--- src/rtl/frame_buffer_pkg.sv ---
// Shared frame buffer geometry and write sequencer state encoding.
// Imported by the write sequencer and the address counter.
package frame_buffer_pkg;

  localparam int FB_DEPTH = 4800;
  localparam int FB_WIDTH = 12;
  localparam int FB_AW    = $clog2(FB_DEPTH);

  typedef enum logic [1:0] {
    IDLE,
    STREAM,
    CLEAR
  } fws_state_t;

endpackage

--- src/rtl/frame_addr_counter.sv ---
// Loadable/clearable frame address counter with terminal flag at DEPTH-1.
// Incrementing past the terminal value wraps to zero.
module frame_addr_counter
  import frame_buffer_pkg::*;
#(
  parameter int DEPTH = FB_DEPTH,
  parameter int AW    = $clog2(DEPTH)
) (
  input  logic          clk,
  input  logic          rst_n,
  input  logic          clr_i,
  input  logic          load_i,
  input  logic [AW-1:0] load_val_i,
  input  logic          inc_i,
  output logic [AW-1:0] cnt_o,
  output logic          term_o
);

  localparam logic [AW-1:0] LAST = AW'(DEPTH - 1);

  logic [AW-1:0] cnt_q, cnt_d;

  always_comb begin
    cnt_d = cnt_q;
    if (load_i)
      cnt_d = load_val_i;
    else if (clr_i)
      cnt_d = '0;
    else if (inc_i)
      cnt_d = (cnt_q == LAST) ? '0 : cnt_q + 1'b1;
  end

  always_ff @(posedge clk or negedge rst_n) begin
    if (!rst_n)
      cnt_q <= '0;
    else
      cnt_q <= cnt_d;
  end

  assign cnt_o  = cnt_q;
  assign term_o = (cnt_q == LAST);

endmodule

--- src/rtl/frame_write_sequencer.sv ---
// Arbitrates the frame buffer write port between sensor stream and clear.
// Optional stats outputs under FRAME_WRITE_SEQ_STATS_EN.
module frame_write_sequencer
  import frame_buffer_pkg::*;
#(
  parameter int DEPTH = FB_DEPTH,
  parameter int WIDTH = FB_WIDTH,
  localparam int AW   = $clog2(DEPTH)
) (
  input  logic             clk,
  input  logic             rst_n,
  input  logic             clear_req,
  input  logic [WIDTH-1:0] clear_value,
  input  logic             pix_valid,
  input  logic             pix_sof,
  input  logic [WIDTH-1:0] pix_data,
  output logic             pix_ready,
  output logic             mem_write_en,
  output logic [AW-1:0]    mem_write_addr,
  output logic [WIDTH-1:0] mem_data_in,
  output logic             busy,
  output logic             frame_done,
  output logic             clear_done,
`ifdef FRAME_WRITE_SEQ_STATS_EN
  output logic [15:0]      frame_count,
  output logic [7:0]       err_count,
`endif
  output logic             frame_err
);

  fws_state_t       state_q;
  logic             pend_q;
  logic [WIDTH-1:0] clr_val_q;
  logic             we_q;
  logic [AW-1:0]    addr_q;
  logic [WIDTH-1:0] data_q;
  logic             fdone_q, cdone_q, ferr_q;

  logic          xfer, abort;
  logic          cnt_clr, cnt_load, cnt_inc, cnt_term;
  logic [AW-1:0] cnt;

  // Reset gating keeps every output low while rst_n is asserted.
  assign pix_ready = rst_n &
    ((state_q == STREAM) | ((state_q == IDLE) & ~clear_req));
  assign xfer  = pix_valid & pix_ready;
  assign abort = pix_sof & (cnt != '0);

  always_comb begin
    cnt_clr  = 1'b0;
    cnt_load = 1'b0;
    cnt_inc  = 1'b0;
    unique case (state_q)
      IDLE:   cnt_load = ~clear_req & xfer & pix_sof;
      STREAM: begin
        cnt_load = xfer & abort;
        cnt_inc  = xfer & ~abort;
      end
      CLEAR:  cnt_inc = 1'b1;
      default: cnt_clr = 1'b1;
    endcase
  end

  frame_addr_counter #(
    .DEPTH(DEPTH),
    .AW   (AW)
  ) u_cnt (
    .clk       (clk),
    .rst_n     (rst_n),
    .clr_i     (cnt_clr),
    .load_i    (cnt_load),
    .load_val_i(AW'(1)),
    .inc_i     (cnt_inc),
    .cnt_o     (cnt),
    .term_o    (cnt_term)
  );

  always_ff @(posedge clk or negedge rst_n) begin
    if (!rst_n) begin
      state_q   <= IDLE;
      pend_q    <= 1'b0;
      clr_val_q <= '0;
      we_q      <= 1'b0;
      addr_q    <= '0;
      data_q    <= '0;
      fdone_q   <= 1'b0;
      cdone_q   <= 1'b0;
      ferr_q    <= 1'b0;
    end else begin
      we_q    <= 1'b0;
      fdone_q <= 1'b0;
      cdone_q <= 1'b0;
      ferr_q  <= 1'b0;
      unique case (state_q)
        IDLE: begin
          if (clear_req) begin
            state_q   <= CLEAR;
            clr_val_q <= clear_value;
          end else if (xfer && pix_sof) begin
            we_q    <= 1'b1;
            addr_q  <= '0;
            data_q  <= pix_data;
            state_q <= STREAM;
          end
        end
        STREAM: begin
          if (clear_req) begin
            pend_q    <= 1'b1;
            clr_val_q <= clear_value;
          end
          if (xfer) begin
            we_q   <= 1'b1;
            data_q <= pix_data;
            if (abort) begin
              addr_q <= '0;
              ferr_q <= 1'b1;
            end else begin
              addr_q <= cnt;
              if (cnt_term) begin
                fdone_q <= 1'b1;
                state_q <= (pend_q | clear_req) ? CLEAR : IDLE;
              end
            end
          end
        end
        CLEAR: begin
          we_q   <= 1'b1;
          addr_q <= cnt;
          data_q <= clr_val_q;
          if (cnt_term) begin
            cdone_q <= 1'b1;
            pend_q  <= 1'b0;
            state_q <= IDLE;
          end
        end
        default: state_q <= IDLE;
      endcase
    end
  end

  assign mem_write_en   = we_q;
  assign mem_write_addr = addr_q;
  assign mem_data_in    = data_q;
  assign busy           = (state_q != IDLE);
  assign frame_done     = fdone_q;
  assign clear_done     = cdone_q;
  assign frame_err      = ferr_q;

`ifdef FRAME_WRITE_SEQ_STATS_EN
  logic [15:0] fcnt_q;
  logic [7:0]  ecnt_q;

  always_ff @(posedge clk or negedge rst_n) begin
    if (!rst_n) begin
      fcnt_q <= '0;
      ecnt_q <= '0;
    end else begin
      if (fdone_q)
        fcnt_q <= fcnt_q + 16'd1;
      if (ferr_q && ecnt_q != 8'hFF)
        ecnt_q <= ecnt_q + 8'd1;
    end
  end

  assign frame_count = fcnt_q;
  assign err_count   = ecnt_q;
`endif

endmodule
--- config.mk ---
export PLATFORM = sky130hd
export DESIGN_NAME = frame_write_sequencer
export DESIGN_NICKNAME = d
export VERILOG_FILES = /design/src/rtl/frame_buffer_pkg.sv /design/src/rtl/frame_addr_counter.sv /design/src/rtl/frame_write_sequencer.sv
export SDC_FILE = /design/constraint.sdc
export NUM_CORES = 1
export LEC_CHECK = 0
export ABC_AREA = 1
export BUFFER_PORTS_ARGS = -buffer_cell sky130_fd_sc_hd__buf_2
export CAP_MARGIN = 15
export CELL_PAD_IN_SITES_DETAIL_PLACEMENT = 1
export CELL_PAD_IN_SITES_GLOBAL_PLACEMENT = 1
export CORE_ASPECT_RATIO = 0.6
export CORE_MARGIN = 2
export CORE_UTILIZATION = 25
export DETAILED_ROUTE_END_ITERATION = 8
export PLACE_DENSITY_LB_ADDON = 0.1
export RECOVER_POWER = 25
export SYNTH_ARGS = -nofsm -noshare
export SYNTH_HDL_FRONTEND = slang
export SYNTH_SLANG_ARGS = --single-unit
--- constraint.sdc ---
create_clock -name clk -period 2.6 [get_ports clk]
set_input_delay 0.13 -clock clk [delete_from_list [all_inputs] [get_ports clk]]
set_output_delay 0.13 -clock clk [all_outputs]
set_load 0.01 [all_outputs]
==> results.json, run 1 <==
{
  "outcome": "finished with violations",
  "violations": "max-capacitance violations",
  "rows": 31,
  "die-height_um": 90.1,
  "syn_to_final_growth_pct": 23.8,
  "drive_gt1_share_pct": 17.1,
  "synth_top_area_share_pct": 46.2,
  "cts_buffer_depth": 2,
  "antenna_found_initial": 0,
  "cp-end-kind": "flip-flop",
  "worstPathCellList": "inv_1, ha_1, nand2_1, a21oi_4, nand3_2, nand2_2, nand3_4, clkinv_2, nand3_1, nand2_1",
  "insertion_delay_ns": 0.33,
  "coreArea_um2": 12100,
  "setup_violations": 0,
  "io_buffers": 59,
  "path_clk_slew_ns": 0.05,
  "synth_seq_area_share_pct": 46.2,
  "via_per_inst": 4.51,
  "gp_congestion": 0.796,
  "whs_ns": 0.0325,
  "grt_pass1_vias": 2896,
  "final_common_cell": "nand2_1",
  "cts_max_level": 3,
  "synth_flop_cell": "dfrtp_1",
  "synth_nets": 425,
  "fin_nets": 488,
  "synth-seq-cells": 57,
  "period_share_pct": 79.6,
  "slew_violations": 0,
  "crit_fanout": 25,
  "start_kind": "flip-flop",
  "drt-initial-drc-count": 105,
  "cts.sinks": 57,
  "period_minus_slack_ns": 2.07,
  "slowest_stage": "dfrtp_1",
  "die_x_um": 147,
  "grt_max_degree": 57,
  "vdd_ir_drop_max_mv": 0.356,
  "ant_nets": 0,
  "grt_pass1_wl_mm": 16.6,
  "p_per_area_nw_per_um2": 1200,
  "fmax_mhz": 483,
  "initial_core_util_pct": 25.6,
  "crit_buf_inv": 2,
  "fillers": 1501,
  "cp.required_ns": 2.87,
  "cts_buffers": 9,
  "ios": 60,
  "grt_use_total_pct": 16.3,
  "synth.avg_cell_area_um2": 7.91,
  "vias": 2803,
  "cts_root_buf": "clkbuf_16",
  "netlist_area_um2": 3090,
  "async_flop_share_pct": 100,
  "critPathTopFamily": "simple AND/OR/NAND/NOR gates",
  "totalNegativeSetupSlack_ns": 0,
  "synth_edf_count": 0,
  "die_area_um2": 13300,
  "ys_warn_count": 0,
  "layout_common_cells": "nand2_1 (162), dfrtp_1 (57), nand3_1 (32)",
  "firstDrtPassIters": 4,
  "wl_per_cell_um": 16.3,
  "relSlewSlack_pct": 0.252,
  "critical_path.max_stage_delay_ns": 0.42,
  "power.leakage_nw": 1.96,
  "hold_viol": 0,
  "gr-total-overflow": 0,
  "regToRegSetupSlack_ns": 0.53,
  "worstSetupPathType": "flip-flop to flip-flop",
  "crit_top_cell": "nand2_1",
  "cp.arrival_ns": 2.34,
  "syn_inst": 390,
  "tightest_slew_ns": 1.50,
  "drv_cap": 1,
  "diodes": 0,
  "dp_hpwl_mm": 7.46,
  "synth_cell_types": 32,
  "yosys.area.top_type": "dfrtp_1",
  "synth_area_leaders": "dfrtp_1 (46%), nand2_1 (20%), nand3_1 (5.2%), mux2_2 (4.4%), nand4_1 (4.1%)",
  "drc": 0,
  "cts_tree": "yes",
  "post_cts_resized": 0,
  "finClkSkew_ns": 0.00737,
  "wl_mm": 10.1,
  "hold_path_class": "primary input to flip-flop",
  "rsz0062_at_grt": "no"
}
-- timing repair --
action,CTS,global route
buffers inserted,0,0
hold buffers,1,0
endpoints found under the hold margin,1,0
-- synthesized netlist by cell type, types with 2 or more instances --
library cell	n
clkbuf_1	4
dfrtp_1	57
inv_1	20
a21oi_1	4
nand3_4	2
nand2_2	3
xnor2_1	3
ha_1	6
a21o_1	2
nand2_1	162
nor2_1	26
nand3_1	32
nand4_1	20
buf_2	8
o21ai_0	3
nor3_1	6
nand3_2	2
mux2_2	12
buf_4	4
buf_6	2
-- sequential cells by signal, indices dropped and copies added (netlist names) --
name            count
u_cnt.cnt_o        13
mem_write_en        1
clr_val_q          12
mem_data_in        12
clear_done          1
state_q             2
frame_err           1
mem_write_addr     13
frame_done          1
pend_q              1
-- layer usage --
metal | share of wire, % | routed length (um) | vias up | global-route usage [%]
met4 | 1.1 | 112 | 0 | 4.57
li1 | - | - | 1385 | -
met1 | 58 | 5870 | 1357 | 26.2
met5 | 0 | 0 | - | 0
met3 | 4.1 | 415 | 8 | 4.11
met2 | 37 | 3730 | 53 | 20.6
-- path summary, 6_finish.rpt --
| path | startpoint | endpoint | depth (start not counted) |
|---|---|---|---|
| worst max-delay path | state_q[1] | mem_write_addr[11] | 10 |
| worst min-delay path | clear_value[0] | clr_val_q[0] | 2 |
| worst max register to register | state_q[1] | mem_write_addr[11] | 10 |
| worst min register to register | mem_data_in[3] | mem_data_in[3] | 2 |
| max in group asynchronous | rst_n | u_cnt.cnt_o[9] | 3 |
| min in group asynchronous | rst_n | u_cnt.cnt_o[1] | 2 |
-- worst register-to-register path, delay by kind of cell (launching register included) --
family / cells / cell delay, ns
fa+ha+maj: 1 / 0.31
flops: 1 / 0.42
compound gates: 1 / 0.19
simple gates: 6 / 0.68
buf+inv: 2 / 0.41
-- layout make-up --
class	count	area (um2)	share of cell area, %
clock buffer	10	239	6.25
clock inverter	5	56.3	1.47
inverter	23	87.6	2.29
multi-input combinational	292	1470	38.3
sequential	57	1430	37.3
tap	165	206	5.40
timing repair buffer	70	340	8.91
-- logic make-up (layout without fill, tap and decap cells) --
group	after synthesis	count (layout)	share of synthesized area, %
AO/OA/AOI/OAI	13	13	2.80
adder cells (fa/ha/maj)	6	6	2.43
XOR/XNOR	4	4	1.14
AND/OR/NAND/NOR	257	257	36.7
buffers and inverters	41	108	6.32
flip-flops	57	57	46.2
multiplexers	12	12	4.38
-- metrics by stage --
step / power, mW / setup WS (ns) / cell area, um2 / instances / utilization, %
CTS: 4.68 / 0.497 / 3860 / 622 / 32.0
global placement: 3.45 / 0.575 / 3560 / 606 / 29.5
global route: 4.99 / 0.320 / 3820 / 622 / 31.7
detailed placement: 3.46 / 0.532 / 3560 / 606 / 29.5
finish: 4.58 / 0.530 / 3820 / 622 / 31.7
floorplan: 2.80 / 0.779 / 3090 / 390 / -
-- where the power goes --
group / switching, mW / internal (mW) / total, mW
sequential: 0.306 / 1.22 / 1.52
combinational: 1.21 / 0.660 / 1.87
clock: 0.427 / 0.760 / 1.19
(Power assumes the default switching activity.)
==> run 2: changes to the inputs <==
clock period = 1.88 ns   (was 2.6 ns; I/O delays follow)
==> run 2 against run 1 <==
Effect of this change:
- the run now ends clean
- largest cell class unchanged
- fmax rose by 11%
- setup slack got worse by 0.51 ns
- sequential cell count did not move
- critical endpoint is now mem_data_in[7]
- global-route usage rose by 0.64 points
- critical path depth fell by 2
==> results.json, run 2 (same netlist as run 1, synthesis figures left out) <==
{
  "antenna_found_initial": 0,
  "die_area_um2": 13300,
  "cp-end-kind": "flip-flop",
  "start_kind": "flip-flop",
  "rows": 31,
  "grt_pass1_wl_mm": 17.1,
  "insertion_delay_ns": 0.34,
  "slowest_stage": "dfrtp_2",
  "relSlewSlack_pct": 58.1,
  "drc": 0,
  "grt_pass1_vias": 2994,
  "period_minus_slack_ns": 1.86,
  "cp.required_ns": 2.10,
  "setup_violations": 0,
  "vdd_ir_drop_max_mv": 0.661,
  "power.leakage_nw": 2.39,
  "syn_to_final_growth_pct": 47.8,
  "grt_max_degree": 48,
  "critical_path.max_stage_delay_ns": 0.44,
  "wl_per_cell_um": 17.2,
  "critPathTopFamily": "buffers and inverters",
  "p_per_area_nw_per_um2": 1690,
  "finClkSkew_ns": 0.00533,
  "swShare_pct": 41.8,
  "via_per_inst": 4.54,
  "rsz0062_at_grt": "yes",
  "worstHoldStart": "clear_req",
  "tightest_slew_ns": 0.628,
  "firstDrtPassIters": 4,
  "cts_root_buf": "clkbuf_16",
  "crit_path_start": "state_q[0]",
  "seqPwrFrac_pct": 27.2,
  "hold_path_class": "primary input to flip-flop",
  "period_share_pct": 98.8,
  "initial_core_util_pct": 25.6,
  "outcome": "finished clean",
  "hold_viol": 0,
  "diodes": 0,
  "cts_buffer_depth": 2,
  "drt-initial-drc-count": 127,
  "ant_nets": 0,
  "path_clk_slew_ns": 0.05,
  "wl_mm": 11.5,
  "p_comb_share_pct": 49.5,
  "layout_common_cells": "nand2_1 (129), dfrtp_1 (56), buf_2 (47)",
  "fin_nets": 537,
  "whs_ns": 0.0237,
  "die_x_um": 147,
  "coreArea_um2": 12100,
  "crit_buf_inv": 3,
  "drv_cap": 0,
  "crit_fanout": 7,
  "cp.arrival_ns": 2.08,
  "intPower_mw": 4.48,
  "p_switching_mw": 3.22,
  "io_buffers": 59,
  "gr-total-overflow": 0,
  "vias": 3048,
  "drive_gt1_share_pct": 35.5,
  "ios": 60,
  "cts_buffers": 9,
  "final_common_cell": "nand2_1",
  "worstSetupPathType": "flip-flop to flip-flop",
  "post-route-util_pct": 37.8,
  "cts.sinks": 57,
  "clkPwrFrac_pct": 23.4,
  "worstPathCellList": "inv_2, ha_4, buf_4, a21oi_1, nand3_4, clkbuf_16, nand2_2, nand2_1",
  "die-height_um": 90.1,
  "fmax_mhz": 538,
  "cts_tree": "yes",
  "gp_congestion": 0.754,
  "cts_max_level": 3,
  "rr_startpoint": "state_q[0]",
  "grt_use_total_pct": 16.9,
  "slew_violations": 0,
  "dp_hpwl_mm": 7.76
}
## run 2: changes by cell type in the layout (fill, tap and decap cells not counted), sizes merged
cell / before / now
nand3: 36 / 37
dlygate4sd3: 1 / 11
inv: 21 / 23
buf: 38 / 91
clkinvlp: 1 / 0
clkbuf: 41 / 26
bufinv: 1 / 2
clkinv: 5 / 4
## run 2: power by group through the flow
| stage | clock network [mW] | logic (mW) | registers (mW) |
|---|---|---|---|
| floorplan | 0 | 1.84 | 2.04 |
| global placement | 0 | 3.06 | 2.04 |
| detailed placement | 0 | 3.07 | 2.05 |
| CTS | 1.86 | 3.14 | 2.04 |
| global route | 1.90 | 4.22 | 2.16 |
| finish | 1.80 | 3.81 | 2.09 |
## run 2: layout make-up
| cell class | count | area, um2 |
|---|---|---|
| Clock inverter | 5 | 78.8 |
| Multi-Input combinational cell | 293 | 1680 |
| Tap cell | 165 | 206 |
| Timing Repair inverter | 1 | 8.76 |
| Clock buffer | 11 | 243 |
| Sequential cell | 57 | 1430 |
| Inverter | 23 | 98.8 |
| Timing Repair Buffer | 117 | 823 |
| Fill cell | 1456 | 7500 |
## run 2: path summary, 6_finish.rpt
kind | to | slack [ns] | depth (start not counted)
min in group asynchronous | state_q[0] | 0.13 | 2
worst max-delay path | mem_data_in[7] | 0.02 | 8
max in group asynchronous | mem_write_addr[9] | 0.90 | 3
worst min-delay path | pend_q | 0.02 | 2
worst min register to register | mem_data_in[4] | 0.48 | 2
worst max register to register | mem_data_in[7] | 0.02 | 8
## run 2: what timing repair did
item / 4_1_cts / 5_1_grt
endpoints found under the setup margin: 17 / 42
pin swaps: 0 / 17
buffers inserted: 0 / 5
gates cloned: 0 / 5
resized for setup: 2 / 66
hold endpoints to repair: 20 / 0
hold buffers: 11 / 0
## run 2: worst register-to-register path, stage by stage (launching register included)
cell	delay, ns
dfrtp_2	0.44
inv_2	0.08
ha_4	0.17
buf_4	0.15
a21oi_1	0.27
nand3_4	0.27
clkbuf_16	0.27
nand2_2	0.06
nand2_1	0.05
## run 2: routing by layer
layer | part of all wire [%] | track usage [%]
met5 | 0 | 0
met4 | 0.93 | 4.09
met3 | 4.0 | 4.67
met2 | 39 | 21.3
met1 | 56 | 27.3
## run 2: metrics by stage
stage / total power, mW / setup WS (ns) / instance area [um2] / std cells / setup TNS [ns]
2_1_floorplan: 3.88 / 0.0594 / 3090 / 390 / 0
3_3_place_gp: 5.10 / 0.00872 / 3800 / 635 / 0
3_5_place_dp: 5.13 / 0.00213 / 3800 / 635 / 0
4_1_cts: 7.03 / -0.0250 / 4240 / 662 / -0.113
5_1_grt: 8.28 / -0.0660 / 4560 / 672 / -1.21
6_report: 7.69 / 0.0225 / 4560 / 672 / 0
